## src/rtl/store_drain_buffer_if.sv

```systemverilog
// Store/load/response/datamem bundle of store_drain_buffer.
// The slave modport is the buffer; the master modport is the LSU + datamem side.
interface store_drain_buffer_if #(
  parameter int TAG_W = 6
);
  logic             st_valid;
  logic             st_ready;
  logic [31:0]      st_addr;
  logic [31:0]      st_data;
  logic [3:0]       st_size;

  logic             ld_valid;
  logic             ld_ready;
  logic [31:0]      ld_addr;
  logic [3:0]       ld_size;
  logic [TAG_W-1:0] ld_tag;

  logic             ld_resp_valid;
  logic [31:0]      ld_resp_data;
  logic [TAG_W-1:0] ld_resp_tag;

  logic [31:0]      mem_addr;
  logic [31:0]      mem_wdata;
  logic [3:0]       mem_size;
  logic             mem_we;
  logic             mem_re;
  logic [31:0]      mem_rdata;

  modport slave (
    input  st_valid, st_addr, st_data, st_size,
    output st_ready,
    input  ld_valid, ld_addr, ld_size, ld_tag,
    output ld_ready,
    output ld_resp_valid, ld_resp_data, ld_resp_tag,
    output mem_addr, mem_wdata, mem_size, mem_we, mem_re,
    input  mem_rdata
  );

  modport master (
    output st_valid, st_addr, st_data, st_size,
    input  st_ready,
    output ld_valid, ld_addr, ld_size, ld_tag,
    input  ld_ready,
    input  ld_resp_valid, ld_resp_data, ld_resp_tag,
    input  mem_addr, mem_wdata, mem_size, mem_we, mem_re,
    output mem_rdata
  );
endinterface

```

## src/rtl/store_drain_buffer.sv

```systemverilog
// Committed-store FIFO and load arbiter in front of datamem; loads win the port unless they hit a buffered store.
// Optional macro STORE_FWD_EN: exact addr/size match on the youngest overlapping store forwards its data.
module store_drain_buffer #(
  parameter int DEPTH = 8,
  parameter int TAG_W = 6
) (
  input  logic                   clk,
  input  logic                   rst_n,
  store_drain_buffer_if.slave    bus,
  output logic [$clog2(DEPTH):0] sb_count,
  output logic                   sb_empty
);

  localparam int PTR_W = $clog2(DEPTH);
  localparam int CNT_W = PTR_W + 1;

  typedef struct packed {
    logic [31:0] addr;
    logic [31:0] data;
    logic [3:0]  size;
  } entry_t;

  typedef enum logic [1:0] {PORT_IDLE, PORT_LOAD, PORT_DRAIN} port_op_e;

  entry_t           sb_q [DEPTH];
  logic [PTR_W-1:0] head_q, tail_q;
  logic [CNT_W-1:0] count_q;
  logic             resp_valid_q;
  logic [31:0]      resp_data_q;
  logic [TAG_W-1:0] resp_tag_q;

  logic             full, ovl_found, ld_hazard, fwd_hit, ld_grant, enq, drain;
  logic [31:0]      fwd_data, load_value;
  entry_t           head_entry;
  port_op_e         port_op;
`ifdef STORE_FWD_EN
  logic [PTR_W-1:0] ovl_idx;
`endif

  function automatic logic [31:0] size_mask(input logic [3:0] size);
    case (size)
      4'd1:    return 32'h0000_00FF;
      4'd2:    return 32'h0000_FFFF;
      default: return 32'hFFFF_FFFF;
    endcase
  endfunction

  // Half-open byte ranges [a, a+s) intersect; 33 bits so the end address cannot wrap.
  function automatic logic overlaps(input logic [31:0] a1, input logic [3:0] s1,
                                    input logic [31:0] a2, input logic [3:0] s2);
    logic [32:0] end1, end2;
    end1 = {1'b0, a1} + 33'(s1);
    end2 = {1'b0, a2} + 33'(s2);
    return ({1'b0, a1} < end2) && ({1'b0, a2} < end1);
  endfunction

  function automatic logic legal_access(input logic [31:0] addr, input logic [3:0] size);
    logic aligned;
    case (size)
      4'd1:    aligned = 1'b1;
      4'd2:    aligned = ~addr[0];
      4'd4:    aligned = (addr[1:0] == 2'b00);
      default: aligned = 1'b0;
    endcase
    return aligned && (addr[31:15] == 17'h1_0000);
  endfunction

  assign full       = (count_q == CNT_W'(DEPTH));
  assign head_entry = sb_q[head_q];

  // Walk valid entries oldest to youngest so the last match is the youngest overlapping store.
  // NOTE: every variable written here gets a default first, otherwise a latch is inferred.
  always_comb begin
    ovl_found = 1'b0;
    ld_hazard = 1'b0;
    fwd_hit   = 1'b0;
    fwd_data  = '0;
`ifdef STORE_FWD_EN
    ovl_idx   = '0;
`endif
    for (int k = 0; k < DEPTH; k++) begin
      if (CNT_W'(k) < count_q &&
          overlaps(sb_q[head_q + PTR_W'(k)].addr, sb_q[head_q + PTR_W'(k)].size,
                   bus.ld_addr, bus.ld_size)) begin
        ovl_found = 1'b1;
`ifdef STORE_FWD_EN
        ovl_idx   = head_q + PTR_W'(k);
`endif
      end
    end
`ifdef STORE_FWD_EN
    if (ovl_found) begin
      if (sb_q[ovl_idx].addr == bus.ld_addr && sb_q[ovl_idx].size == bus.ld_size) begin
        fwd_hit  = 1'b1;
        fwd_data = sb_q[ovl_idx].data;
      end else begin
        ld_hazard = 1'b1;
      end
    end
`else
    ld_hazard = ovl_found;
`endif
  end

  // A full buffer withholds the grant so the head store always makes progress.
  assign ld_grant = bus.ld_valid && !ld_hazard && !full;

  // A forwarded load never touches datamem, leaving the port free for a drain.
  always_comb begin
    port_op = PORT_IDLE;
    if (ld_grant && !fwd_hit) port_op = PORT_LOAD;
    else if (count_q != '0)   port_op = PORT_DRAIN;
  end

  always_comb begin
    bus.mem_addr  = '0;
    bus.mem_wdata = '0;
    bus.mem_size  = '0;
    bus.mem_we    = 1'b0;
    bus.mem_re    = 1'b0;
    unique case (port_op)
      PORT_LOAD: begin
        bus.mem_addr = bus.ld_addr;
        bus.mem_size = bus.ld_size;
        bus.mem_re   = 1'b1;
      end
      PORT_DRAIN: begin
        bus.mem_addr  = head_entry.addr;
        bus.mem_wdata = head_entry.data;
        bus.mem_size  = head_entry.size;
        bus.mem_we    = 1'b1;
      end
      default: ;
    endcase
  end

  assign enq        = bus.st_valid && !full;
  assign drain      = (port_op == PORT_DRAIN);
  assign load_value = fwd_hit ? fwd_data : bus.mem_rdata;

  assign bus.st_ready      = !full;
  assign bus.ld_ready      = ld_grant;
  assign bus.ld_resp_valid = resp_valid_q;
  assign bus.ld_resp_data  = resp_data_q;
  assign bus.ld_resp_tag   = resp_tag_q;
  assign sb_count          = count_q;
  assign sb_empty          = (count_q == '0);

  // NOTE: state uses non-blocking assignments so every flop samples pre-edge values.
  always_ff @(posedge clk or negedge rst_n) begin
    if (!rst_n) begin
      head_q       <= '0;
      tail_q       <= '0;
      count_q      <= '0;
      resp_valid_q <= 1'b0;
      resp_data_q  <= '0;
      resp_tag_q   <= '0;
    end else begin
      if (enq)   tail_q <= tail_q + PTR_W'(1);
      if (drain) head_q <= head_q + PTR_W'(1);
      count_q      <= count_q + CNT_W'(enq) - CNT_W'(drain);
      resp_valid_q <= ld_grant;
      if (ld_grant) begin
        resp_data_q <= load_value & size_mask(bus.ld_size);
        resp_tag_q  <= bus.ld_tag;
      end
    end
  end

  // NOTE: entry storage has no reset; count_q alone decides which entries are live.
  always_ff @(posedge clk) begin
    if (enq) sb_q[tail_q] <= {bus.st_addr, bus.st_data, bus.st_size};
  end

  a_st_legal: assert property (@(posedge clk) disable iff (!rst_n)
    bus.st_valid |-> legal_access(bus.st_addr, bus.st_size));
  a_ld_legal: assert property (@(posedge clk) disable iff (!rst_n)
    bus.ld_valid |-> legal_access(bus.ld_addr, bus.ld_size));
  a_port_excl: assert property (@(posedge clk) disable iff (!rst_n)
    !(bus.mem_we && bus.mem_re));

endmodule

```

## src/flat_wrapper.sv

```systemverilog
// flat-port wrapper written by rule: the top's interface ports become plain ports
module store_drain_buffer_flat 
#(
  parameter int DEPTH = 8,
  parameter int TAG_W = 6
)
  (clk, rst_n, sb_count, sb_empty, bus_st_valid, bus_st_addr, bus_st_data, bus_st_size, bus_st_ready, bus_ld_valid, bus_ld_addr, bus_ld_size, bus_ld_tag, bus_ld_ready, bus_ld_resp_valid, bus_ld_resp_data, bus_ld_resp_tag, bus_mem_addr, bus_mem_wdata, bus_mem_size, bus_mem_we, bus_mem_re, bus_mem_rdata);
  store_drain_buffer_if #(.TAG_W(TAG_W)) bus_i ();
  input  logic clk;
  input  logic rst_n;
  output logic [$clog2(DEPTH):0] sb_count;
  output logic sb_empty;
  input wire logic [$bits(bus_i.st_valid)-1:0] bus_st_valid;
  input wire logic [$bits(bus_i.st_addr)-1:0] bus_st_addr;
  input wire logic [$bits(bus_i.st_data)-1:0] bus_st_data;
  input wire logic [$bits(bus_i.st_size)-1:0] bus_st_size;
  output wire logic [$bits(bus_i.st_ready)-1:0] bus_st_ready;
  input wire logic [$bits(bus_i.ld_valid)-1:0] bus_ld_valid;
  input wire logic [$bits(bus_i.ld_addr)-1:0] bus_ld_addr;
  input wire logic [$bits(bus_i.ld_size)-1:0] bus_ld_size;
  input wire logic [$bits(bus_i.ld_tag)-1:0] bus_ld_tag;
  output wire logic [$bits(bus_i.ld_ready)-1:0] bus_ld_ready;
  output wire logic [$bits(bus_i.ld_resp_valid)-1:0] bus_ld_resp_valid;
  output wire logic [$bits(bus_i.ld_resp_data)-1:0] bus_ld_resp_data;
  output wire logic [$bits(bus_i.ld_resp_tag)-1:0] bus_ld_resp_tag;
  output wire logic [$bits(bus_i.mem_addr)-1:0] bus_mem_addr;
  output wire logic [$bits(bus_i.mem_wdata)-1:0] bus_mem_wdata;
  output wire logic [$bits(bus_i.mem_size)-1:0] bus_mem_size;
  output wire logic [$bits(bus_i.mem_we)-1:0] bus_mem_we;
  output wire logic [$bits(bus_i.mem_re)-1:0] bus_mem_re;
  input wire logic [$bits(bus_i.mem_rdata)-1:0] bus_mem_rdata;
  assign bus_i.st_valid = bus_st_valid;
  assign bus_i.st_addr = bus_st_addr;
  assign bus_i.st_data = bus_st_data;
  assign bus_i.st_size = bus_st_size;
  assign bus_st_ready = bus_i.st_ready;
  assign bus_i.ld_valid = bus_ld_valid;
  assign bus_i.ld_addr = bus_ld_addr;
  assign bus_i.ld_size = bus_ld_size;
  assign bus_i.ld_tag = bus_ld_tag;
  assign bus_ld_ready = bus_i.ld_ready;
  assign bus_ld_resp_valid = bus_i.ld_resp_valid;
  assign bus_ld_resp_data = bus_i.ld_resp_data;
  assign bus_ld_resp_tag = bus_i.ld_resp_tag;
  assign bus_mem_addr = bus_i.mem_addr;
  assign bus_mem_wdata = bus_i.mem_wdata;
  assign bus_mem_size = bus_i.mem_size;
  assign bus_mem_we = bus_i.mem_we;
  assign bus_mem_re = bus_i.mem_re;
  assign bus_i.mem_rdata = bus_mem_rdata;
  store_drain_buffer #(.DEPTH(DEPTH), .TAG_W(TAG_W)) u_core (.clk(clk), .rst_n(rst_n), .bus(bus_i), .sb_count(sb_count), .sb_empty(sb_empty));
endmodule
```

## config.mk

```make
export PLATFORM = sky130hd
export DESIGN_NAME = store_drain_buffer_flat
export DESIGN_NICKNAME = d
export VERILOG_FILES = /design/src/rtl/store_drain_buffer_if.sv /design/src/rtl/store_drain_buffer.sv /design/src/flat_wrapper.sv
export SDC_FILE = /design/constraint.sdc
export NUM_CORES = 2
export LEC_CHECK = 0
export ABC_AREA = 1
export CORE_AREA = 2 2 633 320
export DETAILED_ROUTE_END_ITERATION = 12
export DIE_AREA = 0 0 635 322
export HOLD_SLACK_MARGIN = 0.02
export PLACE_DENSITY_LB_ADDON = 0.12
export SYNTH_ARGS = -nofsm -noshare
export SYNTH_HDL_FRONTEND = slang
export SYNTH_SLANG_ARGS = --single-unit
export TNS_END_PERCENT = 50
```

## constraint.sdc

```tcl
create_clock -name clk -period 12.65 [get_ports clk]
set_input_delay 3.1625 -clock clk [delete_from_list [all_inputs] [get_ports clk]]
set_output_delay 3.1625 -clock clk [all_outputs]
set_load 0.05 [all_outputs]
```

==> reports/results.txt <==
clock skew - 0.0530 ns
min Tclk post-route - 12.23 ns
worst endpoint data arrival time - 9.07 ns
DR vias/cell - 5.01
largest net degree at the start of global routing - 177
critical path endpoint category - output port
status - complete, but fails checks
Iter 0 DRT Violations - 6020
Synth Area in Simple Gates - 28.4%
FF+latch count, synth - 593
post-synth top area cell - edfxtp_1
Core ar. - 0.199 mm²
area growth from synthesis to layout - 19.1%
Slew headroom - -2.84%
Worst Setup Start Kind - input port
die width - 635 µm
Critical Path RT - 9.49 ns
critical path type - in2out
largest family of logic cells by synthesized area - simple AND/OR/NAND/NOR gates
final critical-path setup slack - 0.415 ns
Synth Area in Compound Gates - 10.6%
DRT Wirelength - 243 mm
Netlist Area Pre-Place - 0.0495 mm²
I/O Buffers - 261
Tightest Pin Transition - 1.53 ns
first-pass GRT wire length - 330 mm
sequential share of the synthesized area - 35.5%
vias in the first global route - 41190
post-synthesis adder-cell area fraction - 14.1%
Post-synth EDFFs - 544
routability cong. - 0.993
Mean Syn Cell Area - 7.67 µm²
Tcrit/Tclk final - 96.7%
# DRC - 0
CTS Hold Bufs - 0
CP Max Fanout - 15
fraction of final layout cells sized beyond drive strength 1 - 7.74%
synth cell count leaders - nand2_1 (2139), edfxtp_1 (544), ha_1 (542), inv_1 (497), nand3_1 (489)
Synth area leaders - edfxtp_1 (33%), nand2_1 (16%), ha_1 (14%), nand3_1 (4.9%), inv_1 (3.8%)
CP dominant cell by count - nand3_1
NumNets Final - 7431
Wirelength per Cell - 25.8 µm
number of distinct library cells after synthesis - 68
Clock transition at path regs - 0.06 ns
RSZ-0062 raised after global routing - false
Die Span Y - 322 µm
clk buf depth - 3
DRT Pass-1 Iters - 6
Min-Delay Path Class - reg2reg
worst-skew pair later-pin latency - 0.69 ns
Net Count, Synth - 7152
violated checks - capacitance limit, slew limit
Final Hold Vio Count - 0
most numerous cell in the Yosys netlist - nand2_1
ys async rst share - 8.26%
Total GRT Usage - 23.0%
Die Footprint - 0.204 mm²
TritonCTS Buffers - 68
Syn. warnings - 0
Mapped Cells - 6454
top-area cell type share of the netlist area - 33.0%
max-cap violation count - 2
total negative slack - 0 ns
top_reg_cell synth - edfxtp_1
GRT overflow - 0
CP max stage delay - 0.66 ns
Fill cells - 21222
fmax - 0.0817 GHz
Buf+Inv Stages, Crit Path - 11
CP max-delay cell - xor2_2
Starting Density - 24.9%
I/O pin total - 262
CTS root buf - clkbuf_16
xor/xnor share of the synthesized area - 4.32%
clk sinks - 593
mux contribution to synthesized area - 0.470%
CP delay by family, top - simple AND/OR/NAND/NOR gates
Final Max Slew Viols - 3
n_diodes - 0
Std-Cell Rows - 116
pre-CTS WS - -0.318 ns
antenna viol nets, final - 0
DR vias - 47309
Final Instance Area - 0.0589 mm²
initial antenna violation count - 5
# setup viols final - 0
H-tree levels - 3
hpwl dp - 192 mm
multi-input combinational cell area - 0.0289 mm²
CTS tree - yes
Area after DPL - 0.0565 mm²
Sequential cell area - 0.0176 mm²
==> per-stage QoR <==
stage          utilization (%)  cells  hold slack [ns]
3_5_place_dp              28.4   9310            0.466
6_report                  29.6   9438            0.479
5_1_grt                   29.6   9438            0.496
4_1_cts                   29.5   9430            0.484
3_3_place_gp              28.4   9310            0.461
2_1_floorplan                -   6454            0.492
==> sequential cells by signal, indices dropped and copies added (netlist names) <==
name                      count
u_core.head_q                 3
u_core.tail_q                 3
u_core.sb_q                 544
u_core.bus.ld_resp_data      32
u_core.sb_count               4
u_core.bus.ld_resp_valid      1
u_core.bus.ld_resp_tag        6
==> placed cells by master (no fill, tap or decap), types with 190 or more instances in the layout <==
master and count:
a21oi_1 257, edfxtp_1 544, ha_1 541, inv_1 495, nand2_1 2137, nand3_1 489, nor2_1 360, o21ai_0 307
o21ai_1 194, xor2_1 190
==> logic make-up (layout without fill, tap and decap cells) <==
kind of cell	after synthesis	count (layout)
buffers and inverters	762	1091
XOR/XNOR	240	240
flip-flops	593	593
adder cells (fa/ha/maj)	552	552
multiplexers	20	20
AND/OR/NAND/NOR	3344	3344
AO/OA/AOI/OAI	943	943
==> path summary, 6_finish.rpt <==
check,start,endpoint,slack (ns),depth (start not counted)
max,bus_ld_size[0],bus_mem_wdata[8],0.42,36
min,u_core.bus.ld_resp_data[0],u_core.bus.ld_resp_data[0],0.48,2
max reg2reg,u_core.head_q[0],u_core.sb_count[2],3.51,42
min reg2reg,u_core.bus.ld_resp_data[0],u_core.bus.ld_resp_data[0],0.48,2
max in group asynchronous,rst_n,u_core.head_q[1],9.40,2
min in group asynchronous,rst_n,u_core.bus.ld_resp_data[28],2.64,2
==> per-layer routing <==
layer  wire length (µm)  up-vias  track usage [%]
met2              71900     1931             23.6
met4               2130        2             2.32
met3              34200       95             10.6
li1                   -    22393                -
met5                 11        -                0
met1             135000    22888             39.7
==> area by class of cell <==
cell class                 instances  share of cell area (%)
multi-input combinational       5099                    49.1
timing repair buffer             461                    8.48
sequential                       593                    29.8
inverter                         510                    3.28
clock inverter                    39                   0.696
clock buffer                      81                    2.99
tap                             2655                    5.64
==> worst register-to-register path: cells and delay by family (launching register included) <==
kind	cells	cell delay (ns)
DFF	1	0.59
buffers and inverters	8	1.49
xor gates and xnor gates	2	0.37
and+or+nand+nor	20	3.34
adders and majority gates	6	1.91
AOI/OAI and AO/OA	6	1.31
==> repair_timing <==
| action | 4_1_cts | 5_1_grt |
|---|---|---|
| setup endpoints to repair | 69 | 71 |
| resized for setup | 6 | 22 |
| endpoints found under the hold margin | 0 | 0 |
| setup buffers | 0 | 5 |
| pin swaps | 0 | 2 |
| cloned | 0 | 2 |
Power is not shown: default switching activity piles up to over one toggle a cycle in this logic, so the estimate is an artifact.
